==> src/rtl/bit_serial_subtractor.sv <==
// Bit-serial N-bit subtractor: diff = a - b - bin, one bit per clock, LSB first.
// A single full-subtractor cell plus a borrow flop; start/busy/done handshake.
//
// state | meaning
// IDLE  | waiting for start; outputs hold the last result
// SHIFT | one bit of a - b - bin resolved per clock, busy=1
// DONE  | done=1 for one cycle; start here begins the next operation at once
module bit_serial_subtractor #(
  parameter int N = 8
) (
  input  logic         clk,
  input  logic         rst,
  input  logic         start,
  input  logic [N-1:0] a,
  input  logic [N-1:0] b,
  input  logic         bin,
  output logic         busy,
  output logic         done,
  output logic [N-1:0] diff,
  output logic         bout,
  output logic         ovf
);

  localparam int CW = (N > 1) ? $clog2(N) : 1;
  localparam logic [CW-1:0] LAST = CW'(N - 1);

  typedef enum logic [1:0] {IDLE, SHIFT, DONE} state_t;

  state_t         state;
  logic [N-1:0]   a_sr;
  logic [N-1:0]   b_sr;
  logic [N-2:0]   res_sr;   // bits already resolved; the MSB comes from d on the last edge
  logic [CW-1:0]  cnt;
  logic           br;
  logic           a_msb;
  logic           b_msb;

  logic           d;
  logic           br_next;

  assign d       = a_sr[0] ^ b_sr[0] ^ br;
  assign br_next = (~a_sr[0] & b_sr[0]) | (~(a_sr[0] ^ b_sr[0]) & br);

  // Sequencer, datapath shift and registered result outputs.
  always_ff @(posedge clk) begin
    if (rst) begin
      state  <= IDLE;
      busy   <= 1'b0;
      done   <= 1'b0;
      diff   <= '0;
      bout   <= 1'b0;
      ovf    <= 1'b0;
      a_sr   <= '0;
      b_sr   <= '0;
      res_sr <= '0;
      cnt    <= '0;
      br     <= 1'b0;
      a_msb  <= 1'b0;
      b_msb  <= 1'b0;
    end else begin
      case (state)
        IDLE, DONE: begin
          done <= 1'b0;
          if (start) begin
            a_sr  <= a;
            b_sr  <= b;
            br    <= bin;
            cnt   <= '0;
            a_msb <= a[N-1];
            b_msb <= b[N-1];
            busy  <= 1'b1;
            state <= SHIFT;
          end else begin
            state <= IDLE;
          end
        end
        SHIFT: begin
          br   <= br_next;
          a_sr <= {1'b0, a_sr[N-1:1]};
          b_sr <= {1'b0, b_sr[N-1:1]};
          if (N > 2) begin
            res_sr <= {d, res_sr[N-2:1]};
          end else begin
            res_sr <= d;
          end
          if (cnt == LAST) begin
            // Last bit: publish the full word including this edge's bit.
            diff  <= {d, res_sr};
            bout  <= br_next;
            ovf   <= (a_msb ^ b_msb) & (a_msb ^ d);
            busy  <= 1'b0;
            done  <= 1'b1;
            state <= DONE;
          end else begin
            cnt <= cnt + 1'b1;
          end
        end
        default: begin
          state <= IDLE;
          busy  <= 1'b0;
          done  <= 1'b0;
        end
      endcase
    end
  end

endmodule

==> config.mk <==
export PLATFORM = sky130hd
export DESIGN_NAME = bit_serial_subtractor
export DESIGN_NICKNAME = d
export VERILOG_FILES = /design/src/rtl/bit_serial_subtractor.sv
export SDC_FILE = /design/constraint.sdc
export NUM_CORES = 1
export LEC_CHECK = 0
export ABC_AREA = 1
export CAP_MARGIN = 20
export CORE_AREA = 2 2 64 66
export DETAILED_ROUTE_END_ITERATION = 8
export DIE_AREA = 0 0 66 68
export GPL_TIMING_DRIVEN = 0
export PLACE_DENSITY_LB_ADDON = 0.15
export REMOVE_ABC_BUFFERS = 1
export SKIP_LAST_GASP = 1
export SLEW_MARGIN = 20
export SYNTH_ARGS = -nofsm -noshare
export SYNTH_HDL_FRONTEND = slang
export SYNTH_SLANG_ARGS = --single-unit
==> constraint.sdc <==
create_clock -name clk -period 1.4 [get_ports clk]
set_clock_uncertainty 0.05 [all_clocks]
set_input_delay 0.35 -clock clk [delete_from_list [all_inputs] [get_ports clk]]
set_output_delay 0.35 -clock clk [all_outputs]
set_load 0.02 [all_outputs]
==> impl_metrics.tcl <==
set metrics [dict create \
    run_status "completed" \
    dp_worst_setup_slack_ns -0.977 \
    avgSynthCellArea_um2 7.58 \
    final_layout_size_suffix_gt1_share_pct 15.8 \
    path_class "flop to flop" \
    fin_cells 335 \
    drv_slew 0 \
    startpoint_type "flop" \
    htree_num_levels 2 \
    die_area_um2 4490 \
    netlist_area_before_placement_um2 1910 \
    drt_drc_violations_left 0 \
    place_hpwl_um 2320 \
    r2r.worst_path.cells 7 \
    worstPathRequired_ns 1.55 \
    worst_reg2reg_setup_slack_ns 0.02 \
    highest_attainable_clock_frequency_ghz 0.727 \
    synthDominantCellAreaShare_pct 45.1 \
    clk_pin_slew_worst_paths_ns 0.08 \
    grt_pass1_wl_um 6220 \
    avgRoutedWirePerCell_um 10.8 \
    post-route-util_pct 62.9 \
    synth.distinct_cells 23 \
    p_total_mw 2.62 \
    worstSetupEndpoint "ovf" \
    hold-worst-slack_ns 0.411 \
    power-per-cell-area_nw_per_um2 1080 \
    cts_hold_buffers 0 \
    rows 23 \
    cts_buffer_depth 2 \
    ff_latch_count_synth 43 \
    netlist_top_cells_area "sky130_fd_sc_hd__dfxtp_1 45%, sky130_fd_sc_hd__nor2_1 9.8%, sky130_fd_sc_hd__nand2_1 8.8%" \
    yosys_warnings 0 \
    fin_crit_sh_pct 98.2 \
    antennaDiodeCount 0 \
    layout.cells.most_common "sky130_fd_sc_hd__nor2_1" \
    design.core.area_um2 3860 \
    initial_antenna_violation_count 0 \
    largest_net_degree_at_the_start_of_global_routing 23 \
    cts_tree "done" \
    synthToLayoutAreaGrowth_pct 27.0 \
    first_pass_iters 4 \
    io_pins 32 \
    num_clock_sinks 43 \
    worstHoldPathCells 2 \
    gp_congestion 0.748 \
    grt_usage_pct 18.7 \
    place_area_um2 2200 \
    final.setup.worst_slack_ns 0.0247 \
    chip_height_um 68 \
    report.final.setup_viol 0 \
    layout_common_cells "49 x sky130_fd_sc_hd__nor2_1, 45 x sky130_fd_sc_hd__nand2_1, 40 x sky130_fd_sc_hd__dfxtp_1" \
    clk_root_buffer_cell "sky130_fd_sc_hd__clkbuf_8" \
    final_period_minus_worst_setup_slack_ns 1.38 \
    starting_density_of_the_core_pct 49.5 \
    final.fill_count 374 \
    cellLeakagePower_nw 0.990 \
    drt-vias-per-instance 4.74 \
    critical_path.reg2reg.endpoint "ovf" \
    max_cap_violations 0 \
    critical_path_arrival_ns 1.53 \
    dominant_cell_type_by_area_after_synthesis "sky130_fd_sc_hd__dfxtp_1" \
    initialDrtViolationCount 82 \
    clk_latency_ns 0.29 \
    crit_path_start "br" \
    vdd.ir_drop.worst_mv 0.661 \
    num_vias 1587 \
    port_buffers 31 \
    critPathMaxFanout 3 \
    via_count_of_the_first_global_routing_pass 1426 \
    worstHoldPathType "flop to flop" \
    crit_path_end_kind "flop" \
    rsz_0062_raised_after_global_routing "yes" \
    finalWirelength_um 3630 \
    rr_startpoint "br" \
    totalNegativeSetupSlack_ns 0 \
    max_slew.worst_pin.slew_ns 0.543 \
    numPlacedInstances 321 \
    syn-instance-count 252 \
    timing.slew.headroom_pct 63.8 \
    finalHoldViolations 0 \
    cts-buffers-inserted 5 \
    final_cell_area_um2 2430 \
    die_w_um 66 \
    gr-total-overflow 0 \
    sequential_cell_area_fraction_in_the_yosys_report_pct 45.1 \
    final_nets 308 \
    drtAntennaViolNets 0 \
]
-- report_power, final --
| part | internal, mW | leakage [nW] | switching [mW] |
|---|---|---|---|
| clock network | 0.448 | 0.0505 | 0.413 |
| logic | 0.176 | 0.586 | 0.223 |
| registers | 1.30 | 0.354 | 0.0571 |
-- cell usage after synthesis --
| master | count |
|---|---|
| sky130_fd_sc_hd__ha_1 | 3 |
| sky130_fd_sc_hd__nor3_2 | 12 |
| sky130_fd_sc_hd__nand3_2 | 1 |
| sky130_fd_sc_hd__inv_2 | 1 |
| sky130_fd_sc_hd__buf_2 | 3 |
| sky130_fd_sc_hd__nor2_2 | 1 |
| sky130_fd_sc_hd__o21ai_0 | 10 |
| sky130_fd_sc_hd__fa_1 | 1 |
| sky130_fd_sc_hd__buf_4 | 2 |
| sky130_fd_sc_hd__nor2_1 | 50 |
| sky130_fd_sc_hd__inv_1 | 25 |
| sky130_fd_sc_hd__nand2_4 | 3 |
| sky130_fd_sc_hd__dfxtp_1 | 43 |
| sky130_fd_sc_hd__clkbuf_1 | 2 |
| sky130_fd_sc_hd__a21oi_1 | 19 |
| sky130_fd_sc_hd__nand2_1 | 45 |
| sky130_fd_sc_hd__clkinv_1 | 1 |
| sky130_fd_sc_hd__nand3_1 | 21 |
| sky130_fd_sc_hd__inv_4 | 1 |
| sky130_fd_sc_hd__buf_1 | 1 |
| sky130_fd_sc_hd__buf_6 | 4 |
| sky130_fd_sc_hd__nor2_4 | 1 |
| sky130_fd_sc_hd__nor3_1 | 2 |
-- state kept, by name, indices dropped and copies added (netlist names) --
register / cells
state: 2
br: 1
busy: 1
a_sr: 8
b_sr: 8
ovf: 1
b_msb: 1
cnt: 3
a_msb: 1
bout: 1
res_sr: 7
diff: 8
done: 1
-- cell type report --
class / instances / area [um^2] / share of cell area [%]
multi-input combinational: 169 / 908 / 37.4
sequential: 43 / 867 / 35.7
timing repair buffer: 36 / 355 / 14.6
inverter: 28 / 121 / 5.00
clock buffer: 7 / 96.3 / 3.97
tap: 50 / 62.6 / 2.58
clock inverter: 1 / 7.51 / 0.309
timing repair inverter: 1 / 7.51 / 0.309
-- cells by family after synthesis --
group	after synthesis	share of synthesized area, %
flops	43	45.1
compound gates	29	7.60
buf+inv	40	10.1
fa+ha+maj	4	3.01
simple gates	136	34.2
-- routing by layer --
| layer | track usage [%] | wire [um] | vias to the layer above | share of wire (%) |
|---|---|---|---|---|
| li1 | - | - | 856 | - |
| met1 | 22.5 | 1700 | 703 | 47 |
| met2 | 31.3 | 1760 | 23 | 48 |
| met3 | 6.41 | 124 | 5 | 3.4 |
| met4 | 6.89 | 49 | 0 | 1.3 |
| met5 | 0 | 0 | - | 0 |
-- worst max-delay path: stages (launching register included) --
cell and delay (ns):
sky130_fd_sc_hd__dfxtp_1 0.33, sky130_fd_sc_hd__inv_2 0.04, sky130_fd_sc_hd__fa_1 0.56, sky130_fd_sc_hd__inv_1 0.07, sky130_fd_sc_hd__nand2_1 0.06, sky130_fd_sc_hd__nand3_1 0.07
sky130_fd_sc_hd__nand2_1 0.06, sky130_fd_sc_hd__inv_1 0.04
-- what timing repair did --
action,4_1_cts,5_1_grt
buffers inserted,3,2
cloned,1,0
pin swaps,1,0
setup endpoints to repair,53,46
resized for setup,23,22
-- worst min path at each step --
stage	startpoint	endpoint	slack, ns
CTS	diff[4]	diff[4]	0.41
finish	diff[4]	diff[4]	0.41
detailed placement	diff[4]	diff[4]	0.40
global route	diff[3]	diff[3]	0.43
global placement	diff[4]	diff[4]	0.40
floorplan	rst	a_msb	0.37
(Power assumes the default switching activity.)
